[src/rtl/cordic_arb_pkg.sv]
// Shared types and helpers for the CORDIC arbiter: tag type, limits and
// the round-robin pick used by the grant logic.
package cordic_arb_pkg;

  localparam int NREQ_MAX         = 8;
  localparam int CORDIC_OCCUPANCY = 21;

  typedef logic [2:0] tag_t;

  // First requester after ptr (wrapping mod nreq) with req set; ptr when none.
  function automatic tag_t rr_next(input logic [NREQ_MAX-1:0] req,
                                   input tag_t                ptr,
                                   input int                  nreq);
    tag_t pick;
    int   idx;
    pick = ptr;
    for (int i = NREQ_MAX; i >= 1; i--) begin
      if (i <= nreq) begin
        idx = (int'(ptr) + i) % nreq;
        if (req[idx[2:0]]) pick = tag_t'(idx);
      end
    end
    return pick;
  endfunction

endpackage

[src/rtl/cordic_arbiter_tag_fifo.sv]
// First-word-fall-through FIFO of requester tags, one entry per sample
// currently inside the CORDIC.
module tag_fifo
  import cordic_arb_pkg::*;
#(
  parameter  int DEPTH = 32,
  localparam int AW    = $clog2(DEPTH)
) (
  input  logic        clk,
  input  logic        rst,
  input  logic        push,
  input  tag_t        wdata,
  input  logic        pop,
  output tag_t        rdata,
  output logic        full,
  output logic        empty,
  output logic [AW:0] count
);

  tag_t          mem [DEPTH];
  logic [AW-1:0] wr_ptr;
  logic [AW-1:0] rd_ptr;
  logic          do_push;
  logic          do_pop;

  assign full    = (count == (AW+1)'(DEPTH));
  assign empty   = (count == '0);
  assign do_push = push & ~full;
  assign do_pop  = pop & ~empty;
  assign rdata   = mem[rd_ptr];

  always_ff @(posedge clk) begin
    if (do_push) mem[wr_ptr] <= wdata;
  end

  always_ff @(posedge clk) begin
    if (rst) begin
      wr_ptr <= '0;
      rd_ptr <= '0;
      count  <= '0;
    end else begin
      if (do_push) wr_ptr <= wr_ptr + 1'b1;
      if (do_pop)  rd_ptr <= rd_ptr + 1'b1;
      count <= count + (AW+1)'(do_push) - (AW+1)'(do_pop);
    end
  end

endmodule

[src/rtl/cordic_arbiter.sv]
// Round-robin front end for one shared vector CORDIC; results are steered
// back to their issuing requester using an in-order tag FIFO.
module cordic_arbiter
  import cordic_arb_pkg::*;
#(
  parameter  int NREQ      = 4,
  parameter  int TAG_DEPTH = 32,
  localparam int CW        = $clog2(TAG_DEPTH) + 1
) (
  input  logic                 clk,
  input  logic                 rst,
  input  logic [16*NREQ-1:0]   t_x,
  input  logic [16*NREQ-1:0]   t_y,
  input  logic [NREQ-1:0]      t_valid,
  output logic [NREQ-1:0]      t_ready,
  output logic [15:0]          i_mag,
  output logic [15:0]          i_angle,
  output logic [NREQ-1:0]      i_valid,
  input  logic [NREQ-1:0]      i_ready,
  output logic [15:0]          c_x,
  output logic [15:0]          c_y,
  output logic                 c_valid,
  input  logic                 c_ready,
  input  logic [15:0]          c_mag,
  input  logic [15:0]          c_angle,
  input  logic                 c_rvalid,
  output logic                 c_rready,
  output logic [CW-1:0]        inflight,
  output logic                 err_orphan
);

  tag_t                rr_ptr;
  tag_t                grant;
  tag_t                head;
  logic                tag_full;
  logic                tag_empty;
  logic                any_req;
  logic                push;
  logic                pop;
  logic                dst_ready;
  logic [NREQ_MAX-1:0] req_ext;

  assign req_ext = NREQ_MAX'(t_valid);
  assign grant   = rr_next(req_ext, rr_ptr, NREQ);
  assign any_req = |t_valid;

  assign c_valid  = ~rst & any_req & ~tag_full;
  assign c_rready = ~rst & ~tag_empty & dst_ready;
  assign push     = c_valid & c_ready;
  assign pop      = c_rvalid & c_rready;
  assign i_mag    = c_mag;
  assign i_angle  = c_angle;

  always_comb begin
    c_x       = '0;
    c_y       = '0;
    t_ready   = '0;
    i_valid   = '0;
    dst_ready = 1'b0;
    for (int r = 0; r < NREQ; r++) begin
      if (grant == tag_t'(r)) begin
        c_x        = t_x[16*r +: 16];
        c_y        = t_y[16*r +: 16];
        t_ready[r] = c_valid & c_ready;
      end
      if (head == tag_t'(r)) begin
        dst_ready  = i_ready[r];
        i_valid[r] = ~rst & c_rvalid & ~tag_empty;
      end
    end
  end

  tag_fifo #(.DEPTH(TAG_DEPTH)) u_tag_fifo (
    .clk   (clk),
    .rst   (rst),
    .push  (push),
    .wdata (grant),
    .pop   (pop),
    .rdata (head),
    .full  (tag_full),
    .empty (tag_empty),
    .count (inflight)
  );

  always_ff @(posedge clk) begin
    if (rst) begin
      rr_ptr     <= tag_t'(NREQ - 1);
      err_orphan <= 1'b0;
    end else begin
      if (push) rr_ptr <= grant;
      // A result with no outstanding tag means the CORDIC and this block disagree.
      if (c_rvalid & tag_empty) err_orphan <= 1'b1;
    end
  end

endmodule
[config.mk]
export PLATFORM = sky130hd
export DESIGN_NAME = cordic_arbiter
export DESIGN_NICKNAME = d
export VERILOG_FILES = /design/src/rtl/cordic_arb_pkg.sv /design/src/rtl/cordic_arbiter_tag_fifo.sv /design/src/rtl/cordic_arbiter.sv
export SDC_FILE = /design/constraint.sdc
export NUM_CORES = 1
export LEC_CHECK = 0
export ABC_CLOCK_PERIOD_IN_PS = 4700
export BUFFER_PORTS_ARGS = -buffer_cell sky130_fd_sc_hd__buf_2
export CORE_MARGIN = 5
export CORE_UTILIZATION = 49
export DETAILED_ROUTE_END_ITERATION = 6
export GPL_TIMING_DRIVEN = 0
export PLACE_DENSITY = 0.8
export SETUP_SLACK_MARGIN = 0.1
export SLEW_MARGIN = 25
export SYNTH_ARGS = -nofsm -noshare
export SYNTH_HDL_FRONTEND = slang
export SYNTH_HIERARCHICAL = 1
export SYNTH_SLANG_ARGS = --single-unit
[constraint.sdc]
create_clock -name clk -period 4.7 [get_ports clk]
set_input_delay 0.705 -clock clk [delete_from_list [all_inputs] [get_ports clk]]
set_output_delay 0.705 -clock clk [all_outputs]
set_load 0.03 [all_outputs]
==> impl_metrics.tcl <==
set metrics [dict create \
    status "completed" \
    gr-usage-all-layers_pct 24.4 \
    drcViolationCount 0 \
    finalSetupTns_ns 0 \
    ys_ff_latch 121 \
    syn_area_um2 6490 \
    worstPathArrival_ns 4.63 \
    row_count 42 \
    finalNonFillerCells 964 \
    synth_top_area_share_pct 44.4 \
    critPathMaxStageDelay_ns 0.52 \
    dp_slack_ns 0.381 \
    clk_latency_ns 0.42 \
    dieArea_um2 15700 \
    skew_ns 0.00677 \
    crit_slowest_cell "mux4_2" \
    post-route-min-period_ns 4.34 \
    fp.dieH_um 125 \
    relSlewSlack_pct 36.3 \
    layout_common_cells "buf_2, edfxtp_1, mux2i_1" \
    antenna_found_initial 1 \
    die_w_um 125 \
    yosys.area.top_type "edfxtp_1" \
    start_util_pct 49.4 \
    start_kind "flip-flop" \
    crit_family "simple AND/OR/NAND/NOR gates" \
    timing.critical_path.mode_cell "inv_1" \
    cts_root_buf "clkbuf_16" \
    clk_pin_slew_worst_paths_ns 0.05 \
    min_path_type "flip-flop to flip-flop" \
    async_flop_share_pct 0 \
    overflow 0 \
    maxSlewViolCount 0 \
    crit_chain "buf_6, buf_12, mux4_2, a22o_1, nor2_1, nand3_2, mux4_2, and3_1, nand2_1, inv_1, ha_1, inv_1, ha_1, inv_1, fa_1, nand2b_1, a21oi_1, o21a_1, nor3_1" \
    worst_hold_slack_ns 0.476 \
    grt_pass1_vias 5667 \
    ios 253 \
    cp_max_fo 10 \
    synth_compound_area_share_pct 6.72 \
    wl_mm 19.4 \
    synth_top_family_by_area "multiplexers" \
    vdd.ir_drop.worst_v 0.000245 \
    core-area_um2 13100 \
    post_drt_wl_per_cell_um 20.2 \
    finalCritPeriodShare_pct 92.4 \
    place_congestion 0.942 \
    tightest_slew_ns 0.954 \
    drive_above_1_share_pct 39.4 \
    p_comb_share_pct 29.8 \
    end_kind "flip-flop" \
    synthAdderAreaFrac_pct 3.01 \
    numCtsBuffers 17 \
    cp_data_required_time_ns 4.98 \
    synthXorXnorAreaFrac_pct 1.08 \
    n_fill_cell 1027 \
    port_buffers 220 \
    setup_violations 0 \
    netlist_instances 535 \
    internal-power_mw 2.36 \
    min_path_cells 1 \
    first_pass_iters 6 \
    synthSimpleGateAreaFrac_pct 10.8 \
    cts_tree "yes" \
    synthMuxAreaShare_pct 18.7 \
    timing.final.ws_setup_ns 0.356 \
    synth_edf_count 96 \
    synth_warnings 6 \
    clockPowerShare_pct 35.2 \
    path_buf_inv 5 \
    pwr-share-seq_pct 34.9 \
    syn_nets 722 \
    synth_cell_types 48 \
    areaGrowthSynthToFinish_pct 29.5 \
    clock_path_buffers 2 \
    vias 5316 \
    final_common_cell "buf_2" \
    p_leak_nw 3.56 \
    p_sw_mw 1.19 \
    drt_iter0_drc 423 \
    rsz0062_at_grt "no" \
    nets 961 \
    crit_cells 19 \
    dp.cells 931 \
    reg2regPathDepth 19 \
    drt.antenna.violating_nets 0 \
    htreeDepth 4 \
    cts_sinks 121 \
    via_per_inst 5.51 \
    place_hpwl_mm 15.2 \
    hold_viol_final 0 \
    power.density_nw_per_um2 423 \
    grt_max_degree 42 \
    grt_pass1_wl_mm 29.9 \
    critPathKind "flip-flop to flip-flop" \
    ys_seq_area_share_pct 52.1 \
    syn_avg_cell_area_um2 12.1 \
    swShare_pct 33.5 \
    timing.fmax_mhz 230 \
    synth-main-ff-cell "edfxtp_1" \
    synth.area.top_cells "edfxtp_1, mux2i_1, dfxtp_1" \
    drv_cap 0 \
]
==> path summary, 6_finish.rpt <==
kind,startpoint,to,slack [ns]
worst max-delay path,flip-flop,u_tag_fifo/count[4],0.36
worst min-delay path,rr_ptr[2],rr_ptr[2],0.48
worst max register to register,flip-flop,u_tag_fifo/count[4],0.36
worst min register to register,rr_ptr[2],rr_ptr[2],0.48
==> logic make-up (layout without fill, tap and decap cells) <==
group	count (synthesis)	count (layout)
AND/OR/NAND/NOR	140	140
flip-flops	121	121
multiplexers	103	103
buffers and inverters	80	332
AO/OA/AOI/OAI	68	68
adder cells (fa/ha/maj)	15	15
XOR/XNOR	8	8
other	0	1
==> per-layer routing <==
metal | up-vias | GRT usage (%) | wire length, um
met1 | 2598 | 29.7 | 7690
met5 | - | 0 | 0
met3 | 20 | 6.10 | 1380
met2 | 250 | 43.3 | 10100
li1 | 2448 | - | -
met4 | 0 | 6.63 | 270
==> synth_stat cells (7+ instances only) <==
master	instances
o22ai_1	32
edfxtp_1	96
nand2_1	23
buf_4	37
nand3_1	15
ha_1	14
nor3_1	9
inv_1	19
dfxtp_1	25
mux2i_1	90
clkbuf_1	11
mux4_2	7
nor2_1	51
a21oi_1	14
==> final cells by class <==
class	instances	area [um^2]	share of cell area, %
Antenna cell	1	2.50	0.0298
Buffer	59	415	4.94
Clock buffer	18	429	5.10
Clock inverter	14	153	1.82
Inverter	21	78.8	0.938
Multi-Input combinational cell	334	2630	31.2
Sequential cell	121	3380	40.2
Tap cell	176	220	2.62
Timing Repair Buffer	220	1100	13.1
==> power groups by stage <==
stage | sequential [mW] | combinational (mW) | clock [mW]
after global routing | 1.25 | 1.14 | 1.31
after floorplan | 1.30 | 0.686 | 0
after CTS | 1.24 | 1.06 | 1.26
after global placement | 1.26 | 1.02 | 0
after detailed placement | 1.26 | 1.05 | 0
final | 1.24 | 1.06 | 1.25
==> registers in the layout (all words and copies together), names as in the netlist, named ones only <==
register	flops
rr_ptr	3
err_orphan	1
u_tag_fifo/wr_ptr	5
u_tag_fifo/count	6
u_tag_fifo/mem	96
u_tag_fifo/rd_ptr	5
==> what timing repair did <==
item / in CTS / in global routing
hold buffers: 0 / 0
endpoints found under the setup margin: 0 / 1
gates resized for setup: 0 / 2
setup buffers: 0 / 0
==> per-stage QoR <==
step	power [mW]	util, %	instance area [um^2]
2_1_floorplan	1.98	-	6490
3_3_place_gp	2.28	59.5	7820
3_5_place_dp	2.31	59.5	7820
4_1_cts	3.56	63.9	8400
5_1_grt	3.70	64.0	8410
6_report	3.55	64.0	8410
(Power assumes the default switching activity.)
